<file path="config.mk">
export PLATFORM = sky130hd
export DESIGN_NAME = operand_fetch_stage_flat
export DESIGN_NICKNAME = d
export VERILOG_FILES = /design/src/rtl/operand_fetch_stage_if.sv /design/src/rtl/operand_fetch_stage.sv /design/src/flat_wrapper.sv
export SDC_FILE = /design/constraint.sdc
export NUM_CORES = 1
export LEC_CHECK = 0
export ABC_CLOCK_PERIOD_IN_PS = 5900
export CAP_MARGIN = 20
export CORE_AREA = 5 5 150 152
export DETAILED_ROUTE_END_ITERATION = 6
export DIE_AREA = 0 0 155 157
export PLACE_DENSITY_LB_ADDON = 0.3
export SLEW_MARGIN = 10
export SYNTH_ARGS = -nofsm -noshare
export SYNTH_HDL_FRONTEND = slang
export SYNTH_SLANG_ARGS = --single-unit
</file>
<file path="constraint.sdc">
create_clock -name clock -period 5.9 [get_ports clock]
set_input_delay 1.18 -clock clock [delete_from_list [all_inputs] [get_ports clock]]
set_output_delay 1.18 -clock clock [all_outputs]
set_load 0.01 [all_outputs]
</file>
<file path="src/rtl/operand_fetch_stage_if.sv">
// ID/EX pipeline register bundle between the operand stage and EX.
// The stage drives the captured instruction; EX answers with ready.
interface operand_fetch_stage_if #(
  parameter int DATA_W = 32,
  parameter int REG_AW = 5,
  parameter int CTRL_W = 16
);
  logic              ex_valid;
  logic [DATA_W-1:0] ex_a;
  logic [DATA_W-1:0] ex_b;
  logic [DATA_W-1:0] ex_d;
  logic [CTRL_W-1:0] ex_ctrl;
  logic [REG_AW-1:0] ex_rw;
  logic              ex_wen;
  logic              ex_ready;

  modport master (
    output ex_valid, ex_a, ex_b, ex_d,
    output ex_ctrl, ex_rw, ex_wen,
    input  ex_ready
  );

  modport slave (
    input  ex_valid, ex_a, ex_b, ex_d,
    input  ex_ctrl, ex_rw, ex_wen,
    output ex_ready
  );
endinterface

</file>
<file path="src/rtl/operand_fetch_stage.sv">
// Operand fetch: EX/MEM/WB forwarding, load-use detection and the
// ID/EX pipeline register with stall, bubble, flush and stall counter.
module operand_fetch_stage #(
  parameter int DATA_W = 32,
  parameter int REG_AW = 5,
  parameter int CTRL_W = 16,
  parameter int CNT_W  = 16
) (
  input  logic              clock,
  input  logic              reset_n,
  input  logic              id_valid,
  input  logic [REG_AW-1:0] id_ra,
  input  logic [REG_AW-1:0] id_rb,
  input  logic [REG_AW-1:0] id_rd,
  input  logic              id_use_a,
  input  logic              id_use_b,
  input  logic              id_use_d,
  input  logic [REG_AW-1:0] id_rw,
  input  logic              id_wr_en,
  input  logic [CTRL_W-1:0] id_ctrl,
  input  logic [DATA_W-1:0] pa,
  input  logic [DATA_W-1:0] pb,
  input  logic [DATA_W-1:0] pd,
  input  logic              ex_wr_en,
  input  logic              ex_is_load,
  input  logic [REG_AW-1:0] ex_rw,
  input  logic [DATA_W-1:0] ex_result,
  input  logic              mem_wr_en,
  input  logic [REG_AW-1:0] mem_rw,
  input  logic [DATA_W-1:0] mem_result,
  input  logic              wb_wr_en,
  input  logic [REG_AW-1:0] wb_rw,
  input  logic [DATA_W-1:0] wb_pw,
  input  logic              flush,
  output logic              stall,
  output logic [CNT_W-1:0]  stall_cnt,
  operand_fetch_stage_if.master ex
);

  logic [DATA_W-1:0] fwd_a;
  logic [DATA_W-1:0] fwd_b;
  logic [DATA_W-1:0] fwd_d;
  logic              hit_a;
  logic              hit_b;
  logic              hit_d;
  logic              load_use;

  // Youngest producer wins; a load in EX has no data yet.
  function automatic logic [DATA_W-1:0] pick(
    input logic [REG_AW-1:0] r,
    input logic [DATA_W-1:0] p
  );
    if (r == '0)
      return '0;
    else if (ex_wr_en && !ex_is_load && ex_rw == r)
      return ex_result;
    else if (mem_wr_en && mem_rw == r)
      return mem_result;
    else if (wb_wr_en && wb_rw == r)
      return wb_pw;
    else
      return p;
  endfunction

  always_comb begin
    fwd_a = pick(id_ra, pa);
    fwd_b = pick(id_rb, pb);
    fwd_d = pick(id_rd, pd);
  end

  assign hit_a = id_use_a && (id_ra == ex_rw);
  assign hit_b = id_use_b && (id_rb == ex_rw);
  assign hit_d = id_use_d && (id_rd == ex_rw);

  assign load_use = id_valid && !flush && ex.ex_valid
                 && ex_wr_en && ex_is_load
                 && (ex_rw != '0)
                 && (hit_a || hit_b || hit_d);

  assign stall = id_valid && (!ex.ex_ready || load_use);

  always_ff @(posedge clock or negedge reset_n) begin
    if (!reset_n) begin
      stall_cnt  <= '0;
      ex.ex_valid <= 1'b0;
      ex.ex_a     <= '0;
      ex.ex_b     <= '0;
      ex.ex_d     <= '0;
      ex.ex_ctrl  <= '0;
      ex.ex_rw    <= '0;
      ex.ex_wen   <= 1'b0;
    end else begin
      if (stall && stall_cnt != '1)
        stall_cnt <= stall_cnt + CNT_W'(1);
      if (ex.ex_ready) begin
        if (flush || load_use) begin
          ex.ex_valid <= 1'b0;
          ex.ex_wen   <= 1'b0;
        end else begin
          ex.ex_valid <= id_valid;
          ex.ex_wen   <= id_wr_en && id_valid;
          ex.ex_a     <= fwd_a;
          ex.ex_b     <= fwd_b;
          ex.ex_d     <= fwd_d;
          ex.ex_ctrl  <= id_ctrl;
          ex.ex_rw    <= id_rw;
        end
      end
    end
  end

endmodule

</file>
<file path="src/flat_wrapper.sv">
// flat-port wrapper written by rule: the top's interface ports become plain ports
module operand_fetch_stage_flat 
#(
  parameter int DATA_W = 32,
  parameter int REG_AW = 5,
  parameter int CTRL_W = 16,
  parameter int CNT_W  = 16
)
  (clock, reset_n, id_valid, id_ra, id_rb, id_rd, id_use_a, id_use_b, id_use_d, id_rw, id_wr_en, id_ctrl, pa, pb, pd, ex_wr_en, ex_is_load, ex_rw, ex_result, mem_wr_en, mem_rw, mem_result, wb_wr_en, wb_rw, wb_pw, flush, stall, stall_cnt, ex_ex_valid, ex_ex_a, ex_ex_b, ex_ex_d, ex_ex_ctrl, ex_ex_rw, ex_ex_wen, ex_ex_ready);
  operand_fetch_stage_if #(.DATA_W(DATA_W), .REG_AW(REG_AW), .CTRL_W(CTRL_W)) ex_i ();
  input  logic clock;
  input  logic reset_n;
  input  logic id_valid;
  input  logic [REG_AW-1:0] id_ra;
  input  logic [REG_AW-1:0] id_rb;
  input  logic [REG_AW-1:0] id_rd;
  input  logic id_use_a;
  input  logic id_use_b;
  input  logic id_use_d;
  input  logic [REG_AW-1:0] id_rw;
  input  logic id_wr_en;
  input  logic [CTRL_W-1:0] id_ctrl;
  input  logic [DATA_W-1:0] pa;
  input  logic [DATA_W-1:0] pb;
  input  logic [DATA_W-1:0] pd;
  input  logic ex_wr_en;
  input  logic ex_is_load;
  input  logic [REG_AW-1:0] ex_rw;
  input  logic [DATA_W-1:0] ex_result;
  input  logic mem_wr_en;
  input  logic [REG_AW-1:0] mem_rw;
  input  logic [DATA_W-1:0] mem_result;
  input  logic wb_wr_en;
  input  logic [REG_AW-1:0] wb_rw;
  input  logic [DATA_W-1:0] wb_pw;
  input  logic flush;
  output logic stall;
  output logic [CNT_W-1:0] stall_cnt;
  output wire logic [$bits(ex_i.ex_valid)-1:0] ex_ex_valid;
  output wire logic [$bits(ex_i.ex_a)-1:0] ex_ex_a;
  output wire logic [$bits(ex_i.ex_b)-1:0] ex_ex_b;
  output wire logic [$bits(ex_i.ex_d)-1:0] ex_ex_d;
  output wire logic [$bits(ex_i.ex_ctrl)-1:0] ex_ex_ctrl;
  output wire logic [$bits(ex_i.ex_rw)-1:0] ex_ex_rw;
  output wire logic [$bits(ex_i.ex_wen)-1:0] ex_ex_wen;
  input wire logic [$bits(ex_i.ex_ready)-1:0] ex_ex_ready;
  assign ex_ex_valid = ex_i.ex_valid;
  assign ex_ex_a = ex_i.ex_a;
  assign ex_ex_b = ex_i.ex_b;
  assign ex_ex_d = ex_i.ex_d;
  assign ex_ex_ctrl = ex_i.ex_ctrl;
  assign ex_ex_rw = ex_i.ex_rw;
  assign ex_ex_wen = ex_i.ex_wen;
  assign ex_i.ex_ready = ex_ex_ready;
  operand_fetch_stage #(.DATA_W(DATA_W), .REG_AW(REG_AW), .CTRL_W(CTRL_W), .CNT_W(CNT_W)) u_core (.clock(clock), .reset_n(reset_n), .id_valid(id_valid), .id_ra(id_ra), .id_rb(id_rb), .id_rd(id_rd), .id_use_a(id_use_a), .id_use_b(id_use_b), .id_use_d(id_use_d), .id_rw(id_rw), .id_wr_en(id_wr_en), .id_ctrl(id_ctrl), .pa(pa), .pb(pb), .pd(pd), .ex_wr_en(ex_wr_en), .ex_is_load(ex_is_load), .ex_rw(ex_rw), .ex_result(ex_result), .mem_wr_en(mem_wr_en), .mem_rw(mem_rw), .mem_result(mem_result), .wb_wr_en(wb_wr_en), .wb_rw(wb_rw), .wb_pw(wb_pw), .flush(flush), .stall(stall), .stall_cnt(stall_cnt), .ex(ex_i));
endmodule
</file>
# Yosys cells after proc, flatten, opt, wreduce, memory -nomap -nowiden
# Index checks and enable logic that the tools add are counted.
# W data, S select, Z words.
[word_totals]
ff_bits = 135
input_bits = 256
out_inout_bits = 136
[op_classes]
add_sub_neg = 1
eq_ne = 13
mux = 14
bitwise_logic = 1
reduce_logical = 34
[ops]
columns = ["cell", "n"]
rows = [
  ["$mux W32", 12],
  ["$eq A5 B5 Y1", 12],
  ["$logic_and A1 B1 Y1", 22],
  ["$add A16 B1 Y16 const B", 1],
  ["$ne A16 B16 Y1 const B", 1],
  ["$logic_not A5 Y1", 3],
  ["$reduce_bool A5 Y1", 1],
  ["$logic_or A1 B1 Y1", 4],
  ["$logic_not A1 Y1", 3],
  ["$mux W1", 2],
  ["$reduce_and A2 Y1", 1],
  ["$not A1 Y1", 1],
]

# Depth between registers and ports, before layout
[depth]
depth_word = 10
depth_mapped = 8

# Worst setup path before layout
# No wires, ideal clock.
[synth_path]
kind = "input to output"
startpoint = "input port ex_rw[2]"
endpoint = "output port stall"
t_arrival_ns = 2.611
slack_ns = 2.109
stages = 7
n_path_buf = 2
cell_sequence = "xor2_1 nor3_1 a21oi_1 a32oi_1 buf_2 buf_2 and2_1"
[synth_via]
elab_chain_len = 7
elab_cells_between_ends = 13
[synth_rtl]
columns = ["item", "line_no", "rtl"]
rows = [
  ["start: declaration", "flat_wrapper.sv:28", "input logic [REG_AW-1:0] ex_rw;"],
  ["$eq A5 B5 Y1, on equally long branches", "operand_fetch_stage.sv:71, operand_fetch_stage.sv:72", ""],
  ["$logic_and A1 B1 Y1, on equally long branches", "operand_fetch_stage.sv:71, operand_fetch_stage.sv:72", ""],
  ["$logic_or A1 B1 Y1 (2 in a row)", "operand_fetch_stage.sv:78", "&& (hit_a || hit_b || hit_d);"],
  ["$logic_and A1 B1 Y1 *", "operand_fetch_stage.sv:78", ""],
  ["$logic_or A1 B1 Y1 *", "operand_fetch_stage.sv:80", "assign stall = id_valid && (!ex.ex_ready || load_use);"],
  ["$logic_and A1 B1 Y1 *", "operand_fetch_stage.sv:80", ""],
  ["end: declaration", "flat_wrapper.sv:37", "output logic stall;"],
]
# Every way passes the cells marked *; elsewhere a longest branch is shown, timed or not.

# Worst setup path in the final report
[layout_path]
startpoint = "input port ex_rw[1]"
endpoint = "output port stall"
# The elaborated chain is that of the path after synthesis.

==> metrics.txt <==
CTS Root Cell=clkbuf_16; Sink Count=135; crit end category=primary output; final period utilization=83.8%; r2r setup slk=3.28 ns; crit path time final=4.95 ns; Setup WS post-layout=0.954 ns; pin count of the biggest net entering global routing=98; RSZ-0062 raised after global routing=false; Top FF cell, synth=dfrtp_1; Crit path buffers/inverters=2; Clock Path Buffers=2; Post-Route WL=36700 um; Leakage=5.12 nW; Mapped Nets=1053; Final setup viols=0; Post-synth EDFFs=0; clock-pin slew on the worst setup and hold paths=0.06 ns; fillers=1821; Final ANT Viol Nets=0; Max IR drop VDD=0.209 mV; share of cells above drive strength 1=6.48%; first-pass GRT wire length=54000 um; Max-Cap Viols=0; syn_area_per_cell=10.3 um^2; RR Startpoint=u_core.ex.ex_valid; Setup Fix Bufs, Post-CTS=0; placer's final routability congestion estimate=0.875; Post-CTS Hold Buffers=0; synth top area cells=dfrtp_1 41%, mux2i_1 8.3%, a32o_1 7.8%, o22a_1 6.8%, a221o_1 3.9%; Seq/Total Area, Yosys=41.1%; Overflow after GRT=0; worst skew pair latency=0.43 ns; setup TNS=0 ns; most used cell, CP=clkdlybuf4s50_1; Max stage delay cell, worst path=clkdlybuf4s50_1; pre-CTS setup slack=0.967 ns; Yosys cell types=39; number of remaining DRC errors=0; die width=155 um; Max-slew headroom=28.7%; initial antenna violation count=5; CTS buffer count=17; Tot GR Track Use=29.0%; R2R depth=6; Slew @ Worst Pin=1.07 ns; WHS Path Cells=1; chip height=157 um; I/O Buffers=391; core region area=20900 um^2; DP HPWL=25800 um; CP cell instances=clkdlybuf4s50_1 -> xor2_1 -> nor3_1 -> nand4_1 -> a32oi_4 -> and2_1 -> clkdlybuf4s50_1; family with the most delay on the worst path=buffers and inverters; Max Freq=0.202 GHz; FF+latch count, synth=135; routed vias=8670; share of the synthesized area in the top cell type=41.1%; Cell Area, Synth=8220 um^2; ys async rst share=100%; Worst Skew=0.00823 ns; Via-to-Cell Ratio=6.03; number of global-route vias before repair=8799; Worst Hold Endpoint=u_core.ex.ex_wen; Synth area leader=dfrtp_1; crit path kind=input pin to primary output; Hold WC Path Type=flip-flop to flip-flop; final hold vios=0; DR WL/cell=25.5 um; outcome=complete, no violations; CP startpoint kind=input pin; crit-path max FO=4; H-tree Lvls=4; Hold Path Origin=u_core.ex.ex_wen; CTS tree=yes; die area=24300 um^2; reg-to-reg endpoint=u_core.ex.ex_b[30]; WP data arrival=3.77 ns; Rows=53; yosys warns=0; nets=1402; Cell Pwr Density=250 nW/um^2; Area growth, synth to finish=58.2%; Ports=392; DRT iter0 DRCs=620; CTS resizes=0; CP required=4.72 ns; Worst path max stage delay=0.55 ns; Slew Limit Fails=0; DRT Pass-1 Iters=5; Synth Instances=796; starting density of the core=39.4%
-- cell usage after synthesis (2+ instances only) --
cell type / number
clkbuf_1: 43
o22a_1: 64
a221o_1: 32
a21oi_2: 2
mux2_1: 13
a221oi_1: 28
nand4_1: 5
inv_1: 4
buf_2: 31
a211oi_1: 5
or4_1: 2
xor2_1: 35
nor2_1: 33
nor2b_1: 2
mux2i_1: 68
nor4_1: 34
and2_1: 3
xnor2_1: 25
nand3_1: 17
o2bb2ai_1: 2
mux2_2: 9
nor3_1: 6
dfrtp_1: 135
a32o_1: 64
and3_1: 44
nand2_1: 73
o21bai_1: 5
-- state kept, by name, indices dropped and copies added (netlist names) --
| name | cells |
|---|---|
| u_core.ex.ex_a | 32 |
| u_core.ex.ex_b | 32 |
| u_core.ex.ex_d | 32 |
| u_core.ex.ex_ctrl | 16 |
| u_core.stall_cnt | 16 |
| u_core.ex.ex_rw | 5 |
| u_core.ex.ex_valid | 1 |
| u_core.ex.ex_wen | 1 |
-- routing by layer --
layer	vias up	share of wire, %	GRT usage (%)
met5	-	0	0
met4	0	2.8	11.0
met3	77	8.1	7.26
met2	451	50	50.1
met1	4294	39	35.0
li1	3848	-	-
-- worst max-delay path by stage --
stage | cells after the start | start | to
floorplan | 7 | ex_rw[2] | stall
global placement | 7 | ex_rw[1] | stall
detailed placement | 7 | ex_rw[1] | stall
CTS | 7 | ex_rw[1] | stall
global route | 7 | ex_rw[1] | stall
finish | 7 | ex_rw[1] | stall
-- logic make-up (layout without fill, tap and decap cells) --
family	after synthesis	in the layout	share of synthesized area, %
simple gates	221	221	13.4
other cells	0	6	0
xor+xnor	60	60	6.39
compound gates	209	209	23.5
fa+ha+maj	1	1	0.152
mux	90	90	11.3
flops	135	135	41.1
buf+inv	80	442	4.17
-- per-stage QoR --
stage	instance area (um^2)	utilization [%]	hold WS [ns]	total power [mW]	cells
finish	13000	62.3	0.489	3.26	1439
global route	13000	62.3	0.507	3.39	1438
CTS	13000	62.2	0.494	3.28	1433
detailed placement	12400	59.3	0.477	2.17	1401
global placement	12400	59.2	0.472	2.15	1400
floorplan	8220	-	0.518	1.52	796
-- cell type report --
| cell class | count | area (um^2) | share of cell area (%) |
|---|---|---|---|
| diodes | 6 | 15.0 | 0.115 |
| clock buffers | 18 | 439 | 3.38 |
| clock inverters | 14 | 163 | 1.25 |
| inverters | 4 | 15.0 | 0.115 |
| multi-input cells | 581 | 4610 | 35.5 |
| flip-flops and latches | 135 | 3380 | 26.0 |
| well taps | 275 | 344 | 2.64 |
| repair buffers | 406 | 4040 | 31.1 |
-- power by group --
part | switching (mW) | internal (mW) | leakage [nW]
registers | 0.0926 | 1.07 | 1.67
logic | 0.428 | 0.564 | 3.15
clock network | 0.461 | 0.646 | 0.295
total | 0.982 | 2.28 | 5.12
-- cells in the final DEF, fill, tap and decap left out, drive strengths merged, types with 17 or more instances in the layout --
cell and instances:
a221o 32, a221oi 28, a32o 64, and3 44, clkbuf 18, clkdlybuf4s50 390, dfrtp 135, mux2 22
mux2i 68, nand2 73, nand3 17, nor2 33, nor4 34, o22a 64, xnor2 25, xor2 35
No activity file was read; power rests on OpenSTA's default activity.
